===== config.mk =====
export PLATFORM = sky130hd
export DESIGN_NAME = stream_packer_out_arb
export DESIGN_NICKNAME = d
export VERILOG_FILES = /design/src/rtl/stream_packer_out_arb.sv
export SDC_FILE = /design/constraint.sdc
export NUM_CORES = 1
export LEC_CHECK = 0
export ABC_AREA = 1
export BUFFER_PORTS_ARGS = -buffer_cell sky130_fd_sc_hd__buf_4
export CORE_AREA = 2 2 89 91
export DETAILED_ROUTE_END_ITERATION = 8
export DIE_AREA = 0 0 91 93
export PLACE_DENSITY = 0.81
export SLEW_MARGIN = 20
export SYNTH_ARGS = -nofsm -noshare
export SYNTH_HDL_FRONTEND = slang
export SYNTH_SLANG_ARGS = --single-unit

===== constraint.sdc =====
create_clock -name clk -period 1.3 [get_ports clk]
set_input_delay 0.13 -clock clk [delete_from_list [all_inputs] [get_ports clk]]
set_output_delay 0.13 -clock clk [all_outputs]
set_load 0.01 [all_outputs]

===== src/rtl/stream_packer_out_arb.sv =====
// -----------------------------------------------------------------------------
// stream_packer_out_arb
// Frame-level round-robin arbiter merging N_CH packed AXI-Stream channels onto
// one egress port. A grant is held from the first beat of a frame to its tlast,
// so frames never interleave. Each egress beat carries its source channel in
// m_tid. The egress side is a single registered slice.
//
// Ports:
//   clk, rst_n        clock, synchronous active-low reset
//   arb_en            1 = new grants allowed; 0 = finish current frame, then idle
//   ch_mask[N_CH]     per-channel enable for new grants
//   s_t*              per-channel ingress (data/keep/last/valid in, ready out)
//   m_t*              egress stream (data/keep/last/id/valid out, ready in)
//   busy              a frame is granted or the output slice holds data
//   wd_abort, wd_ch   watchdog abort pulse and sticky per-channel abort flags
//                     (only with the watchdog build)
//
// Build option: define STREAM_PACKER_ARB_WATCHDOG_EN to add a stall watchdog
// that closes a stalled frame with an empty tlast beat after WD_CYCLES cycles.
// -----------------------------------------------------------------------------
module stream_packer_out_arb #(
  parameter int unsigned N_CH       = 4,
  parameter int unsigned DWIDTH_OUT = 32,
`ifdef STREAM_PACKER_ARB_WATCHDOG_EN
  parameter int unsigned WD_CYCLES  = 256,
`endif
  localparam int unsigned IDW       = $clog2(N_CH),
  localparam int unsigned KW        = DWIDTH_OUT / 8
) (
  input  logic                     clk,
  input  logic                     rst_n,
  input  logic                     arb_en,
  input  logic [N_CH-1:0]          ch_mask,
  input  logic [N_CH*DWIDTH_OUT-1:0] s_tdata,
  input  logic [N_CH*KW-1:0]       s_tkeep,
  input  logic [N_CH-1:0]          s_tlast,
  input  logic [N_CH-1:0]          s_tvalid,
  output logic [N_CH-1:0]          s_tready,
  output logic [DWIDTH_OUT-1:0]    m_tdata,
  output logic [KW-1:0]            m_tkeep,
  output logic                     m_tlast,
  output logic [IDW-1:0]           m_tid,
  output logic                     m_tvalid,
  input  logic                     m_tready,
`ifdef STREAM_PACKER_ARB_WATCHDOG_EN
  output logic                     wd_abort,
  output logic [N_CH-1:0]          wd_ch,
`endif
  output logic                     busy
);

  typedef enum logic {IDLE, XFER} state_e;

  state_e                state_q, state_d;
  logic [IDW-1:0]        grant_q, grant_d;
  logic [IDW-1:0]        rr_ptr_q, rr_ptr_d;
  logic [DWIDTH_OUT-1:0] out_data_q, out_data_d;
  logic [KW-1:0]         out_keep_q, out_keep_d;
  logic                  out_last_q, out_last_d;
  logic [IDW-1:0]        out_id_q, out_id_d;
  logic                  out_valid_q, out_valid_d;
  logic                  busy_q, busy_d;

  logic [N_CH-1:0]       req;
  logic [IDW-1:0]        pick;
  logic                  found;
  logic                  slice_ready;
  logic                  accept;
  logic                  wd_fire;
  logic [DWIDTH_OUT-1:0] sel_data;
  logic [KW-1:0]         sel_keep;
  logic                  sel_last;
  logic                  sel_valid;

`ifdef STREAM_PACKER_ARB_WATCHDOG_EN
  localparam int unsigned WDW = (WD_CYCLES > 2) ? $clog2(WD_CYCLES) : 1;
  localparam logic [WDW-1:0] WD_MAX = WDW'(WD_CYCLES - 1);

  logic [WDW-1:0]  wd_cnt_q, wd_cnt_d;
  logic            wd_abort_q, wd_abort_d;
  logic [N_CH-1:0] wd_ch_q, wd_ch_d;
`endif

  // Granted-channel mux and round-robin search starting after rr_ptr
  always_comb begin
    req       = s_tvalid & ch_mask;
    sel_data  = '0;
    sel_keep  = '0;
    sel_last  = 1'b0;
    sel_valid = 1'b0;
    for (int unsigned c = 0; c < N_CH; c++) begin
      if (grant_q == IDW'(c)) begin
        sel_data  = s_tdata[c*DWIDTH_OUT +: DWIDTH_OUT];
        sel_keep  = s_tkeep[c*KW +: KW];
        sel_last  = s_tlast[c];
        sel_valid = s_tvalid[c];
      end
    end

    // Descending scan: the last hit is the closest channel after rr_ptr
    pick  = '0;
    found = 1'b0;
    for (int i = int'(N_CH); i >= 1; i--) begin
      if (req[(int'(rr_ptr_q) + i) % int'(N_CH)]) begin
        pick  = IDW'((int'(rr_ptr_q) + i) % int'(N_CH));
        found = 1'b1;
      end
    end
  end

  // Next-state, ready and output-slice logic
  always_comb begin
    state_d     = state_q;
    grant_d     = grant_q;
    rr_ptr_d    = rr_ptr_q;
    out_data_d  = out_data_q;
    out_keep_d  = out_keep_q;
    out_last_d  = out_last_q;
    out_id_d    = out_id_q;
    out_valid_d = out_valid_q;
    s_tready    = '0;
    accept      = 1'b0;
    wd_fire     = 1'b0;
    slice_ready = !out_valid_q || m_tready;
`ifdef STREAM_PACKER_ARB_WATCHDOG_EN
    wd_cnt_d    = wd_cnt_q;
    wd_abort_d  = 1'b0;
    wd_ch_d     = wd_ch_q;
`endif

    case (state_q)
      IDLE: begin
        if (arb_en && found) begin
          grant_d = pick;
          state_d = XFER;
        end
      end
      XFER: begin
`ifdef STREAM_PACKER_ARB_WATCHDOG_EN
        wd_fire = (wd_cnt_q == WD_MAX) && !sel_valid && slice_ready;
`endif
        for (int unsigned c = 0; c < N_CH; c++) begin
          s_tready[c] = (grant_q == IDW'(c)) && slice_ready && !wd_fire;
        end
        accept = sel_valid && slice_ready && !wd_fire;
        // Frame ends on tlast or on a watchdog abort; both hand priority on
        if ((accept && sel_last) || wd_fire) begin
          rr_ptr_d = grant_q;
          state_d  = IDLE;
        end
      end
      default: state_d = IDLE;
    endcase

    if (accept) begin
      out_data_d  = sel_data;
      out_keep_d  = sel_keep;
      out_last_d  = sel_last;
      out_id_d    = grant_q;
      out_valid_d = 1'b1;
    end else if (wd_fire) begin
      // Empty closing beat so downstream sees a terminated frame
      out_data_d  = '0;
      out_keep_d  = '0;
      out_last_d  = 1'b1;
      out_id_d    = grant_q;
      out_valid_d = 1'b1;
    end else if (m_tready) begin
      out_valid_d = 1'b0;
    end

`ifdef STREAM_PACKER_ARB_WATCHDOG_EN
    // Counts stalled cycles of the granted channel; saturates at WD_MAX
    if (state_q != XFER || accept || wd_fire) begin
      wd_cnt_d = '0;
    end else if (!sel_valid && wd_cnt_q != WD_MAX) begin
      wd_cnt_d = wd_cnt_q + WDW'(1);
    end
    if (wd_fire) begin
      wd_abort_d       = 1'b1;
      wd_ch_d[grant_q] = 1'b1;
    end
`endif

    busy_d = (state_d == XFER) || out_valid_d;
  end

  // State and output registers
  always_ff @(posedge clk) begin
    if (!rst_n) begin
      state_q     <= IDLE;
      grant_q     <= '0;
      rr_ptr_q    <= IDW'(N_CH - 1);
      out_data_q  <= '0;
      out_keep_q  <= '0;
      out_last_q  <= 1'b0;
      out_id_q    <= '0;
      out_valid_q <= 1'b0;
      busy_q      <= 1'b0;
`ifdef STREAM_PACKER_ARB_WATCHDOG_EN
      wd_cnt_q    <= '0;
      wd_abort_q  <= 1'b0;
      wd_ch_q     <= '0;
`endif
    end else begin
      state_q     <= state_d;
      grant_q     <= grant_d;
      rr_ptr_q    <= rr_ptr_d;
      out_data_q  <= out_data_d;
      out_keep_q  <= out_keep_d;
      out_last_q  <= out_last_d;
      out_id_q    <= out_id_d;
      out_valid_q <= out_valid_d;
      busy_q      <= busy_d;
`ifdef STREAM_PACKER_ARB_WATCHDOG_EN
      wd_cnt_q    <= wd_cnt_d;
      wd_abort_q  <= wd_abort_d;
      wd_ch_q     <= wd_ch_d;
`endif
    end
  end

  assign m_tdata  = out_data_q;
  assign m_tkeep  = out_keep_q;
  assign m_tlast  = out_last_q;
  assign m_tid    = out_id_q;
  assign m_tvalid = out_valid_q;
  assign busy     = busy_q;
`ifdef STREAM_PACKER_ARB_WATCHDOG_EN
  assign wd_abort = wd_abort_q;
  assign wd_ch    = wd_ch_q;
`endif

endmodule

==> summary.md <==
| Metric | Value |
|---|---|
| Lkg Pwr | ~2.6 nW |
| Finished Layout Cells | 728 |
| Antenna violations before repair | 0 |
| Gpl congestion | slightly below 0.9 |
| Area of the multi-input gates | 1778 um2 |
| Syn Nets | 553 |
| Clk_lat worst skew | about 0.30 ns |
| Critical Path RT | 1.48 ns |
| # fillers | 607 |
| Max FO, Critical Path | 21 |
| GRT Util Overall | 26.54% |
| Internal power | 3.488 mW |
| Fin. Hold Viols | 0 |
| First-pass GRT wire length | 18,230 um |
| Seq pwr share | 32.2% |
| Hold buffers post-CTS | 0 |
| Switching Share | between 30% and 40% |
| Die area | about 8500 um2 |
| # diodes | 0 |
| Clk network pwr share | about 20% |
| H-tree depth | 2 |
| Critical Path Source Type | flop |
| Buffers on Ports | 204 |
| Core Box Area | 7527 um2 |
| DR vias/cell | 5.220 |
| Syn avg cell area | 6.746 um2 |
| Final nets | 785 |
| Final wirelength | 11,940 um |
| Synth area leader | dfxtp_1 |
| Setup tns final | -7.331 ns |
| Clock Pin Slew Worst Setup and Hold Paths | 0.09 ns |
| Peak supply drop | 461.7 uV |
| Initial Util | 35.22% |
| Rows | 32 |
| Ports | 205 |
| Clock Path Buffers | 2 |
| Placed instance count | 702 |
| Hold WC Path Type | in2reg |
| Clock sink count | 46 |
| Max Fclk | around 660 MHz |
| FF/Latch Area | about 930 um2 |
| Antenna Nets Post-Route | 0 |
| Failing checks | negative setup slack |
| Period utilization | 116.4% |
| Final setup viols | 49 |
| Syn Inst Count | 393 |
| CTS tree | yes |
| P&R area growth vs syn | 99.86% |
| Vias in the first global route | 3,897 |
| Crit path kind | reg2reg |
| Status | complete, but fails checks |
| DRT iter0 DRCs | approximately 130 |
| Commonest non-fill, non-tap cells in the layout | buf_4 (223), nand2_1 (77), dfxtp_1 (42), inv_1 (34), nor2_1 (30) |
| Max cap viols | 0 |
| Synthesized flop and latch total | 46 |
| HPWL Detailed | 8128 um |
| P_sw | 1.790 mW |
| Crit path DAT | 1.69 ns |
| Synth cell types | 23 |
| Reg2Reg Setup Slack | -0.21 ns |
| Root buf cell | clkbuf_8 |
| Seq/Total Area, Yosys | 34.73% |
| Slew Viols, Final | 0 |
| Yosys Warn Count | 0 |
| Combinational share of power | 47.5% |
| Fraction of layout cells with a size suffix above 1 | 52.24% |
| Residual DRC | 0 |
| Leading cell type in the layout, fill and taps excluded | buf_4 |
| Clk_skew | around 0.0058 ns |
| Post-synth top area share | between 30% and 40% |
| Pin count of the biggest net entering global routing | 42 |
| Cell Area, Synth | around 2700 um2 |
| Num CTS Buffers | 5 |
| Die Span Y | 93 um |
| WL/cell | 16.40 um |
| Power density cells | 996.0 nW/um2 |
| Via Count | 3,800 |
| Crit. End Element | flop |
| RSZ-0062 raised after global routing | yes |
| Slew HR | 68.69% |
| Die Width | just over 90 um |
| Worst slew pin tran | 0.4696 ns |
| Tmin final | 1.513 ns |
| Setup ws final | -0.2134 ns |
| Synth top area cells | dfxtp_1 (35%), nand2_1 (13%), a221oi_1 (12%) |
| Grt ovf | 0 |
| Total power | 5.278 mW |
| DRT Pass-1 Iters | 4 |
sequential cells by signal (all words and copies together), names as in the netlist:
register / count
busy: 1
grant_q: 2
m_tdata: 32
m_tid: 2
m_tkeep: 4
m_tlast: 1
m_tvalid: 1
rr_ptr_q: 2
state_q: 1
final cells by class:
type	instances	share of cell area, %
clock inverters	1	0.5667
repair buffers	253	41.20
inverters	42	3.259
flip-flops and latches	46	17.57
multi-input cells	277	33.55
well taps	102	2.408
clock buffers	7	1.440
path summary, 6_finish.rpt:
kind / cells past startpoint / from / endpoint
max: 6 / grant_q[1] / m_tdata[5]
min: 3 / s_tdata[102] / m_tdata[6]
max reg2reg: 6 / grant_q[1] / m_tdata[5]
min reg2reg: 2 / m_tid[0] / m_tid[0]
cell usage after synthesis, drive strengths merged:
cell,n
a211oi,2
a21oi,14
a221oi,36
a31oi,26
and2,1
buf,19
clkbuf,9
dfxtp,46
inv,42
nand2,92
nand3,23
nand4,3
nor2,38
nor3,1
o211ai,2
o21ai,38
or2,1
through the flow:
step                worst slack (ns)  utilization [%]  hold slack, ns  instance area (um2)
floorplan                   -0.07906                -          0.2683                 2661
global placement             -0.1920            59.74          0.4056                 4497
detailed placement           -0.2479            59.74          0.4139                 4497
CTS                          -0.1867            68.23         0.09221                 5136
global route                 -0.2868            70.40          0.1011                 5299
finish                       -0.2134            70.40          0.1004                 5299
layer usage:
| layer | wire length [um] | GRT usage [%] |
|---|---|---|
| met3 | 681 | 4.754 |
| met1 | 4635 | 29.04 |
| met2 | 6417 | 52.53 |
| met5 | 0 | 0 |
| met4 | 204 | 6.439 |
power groups by stage:
stage / sequential [mW] / clock [mW] / combinational (mW)
2_1_floorplan: 1.77 / 0 / 0.827
3_3_place_gp: 1.71 / 0 / 1.84
3_5_place_dp: 1.71 / 0 / 1.89
4_1_cts: 1.69 / 1.09 / 2.36
5_1_grt: 1.72 / 1.13 / 2.69
6_report: 1.70 / 1.07 / 2.51
cells by family (layout without fill, tap and decap cells):
| kind of cell | Yosys count | after routing | share of synthesized area, % |
|---|---|---|---|
| AOI/OAI and AO/OA | 118 | 118 | 28.98 |
| buffers and inverters | 70 | 303 | 11.70 |
| and+or+nand+nor | 159 | 159 | 24.59 |
| DFF | 46 | 46 | 34.73 |
repair_timing:
| action | 4_1_cts | 5_1_grt |
|---|---|---|
| endpoints found under the setup margin | 50 | 50 |
| setup buffers | 11 | 5 |
| cloned | 4 | 2 |
| gates resized for setup | 105 | 28 |
| pin swaps | 19 | 13 |
critical path, stage by stage (launching register included):
cell	delay [ns]
dfxtp_2	0.35
buf_6	0.13
nor2_4	0.04
buf_6	0.12
buf_6	0.16
a221oi_1	0.43
a31oi_2	0.14
Note: power is estimated with default switching activity, not from simulation.
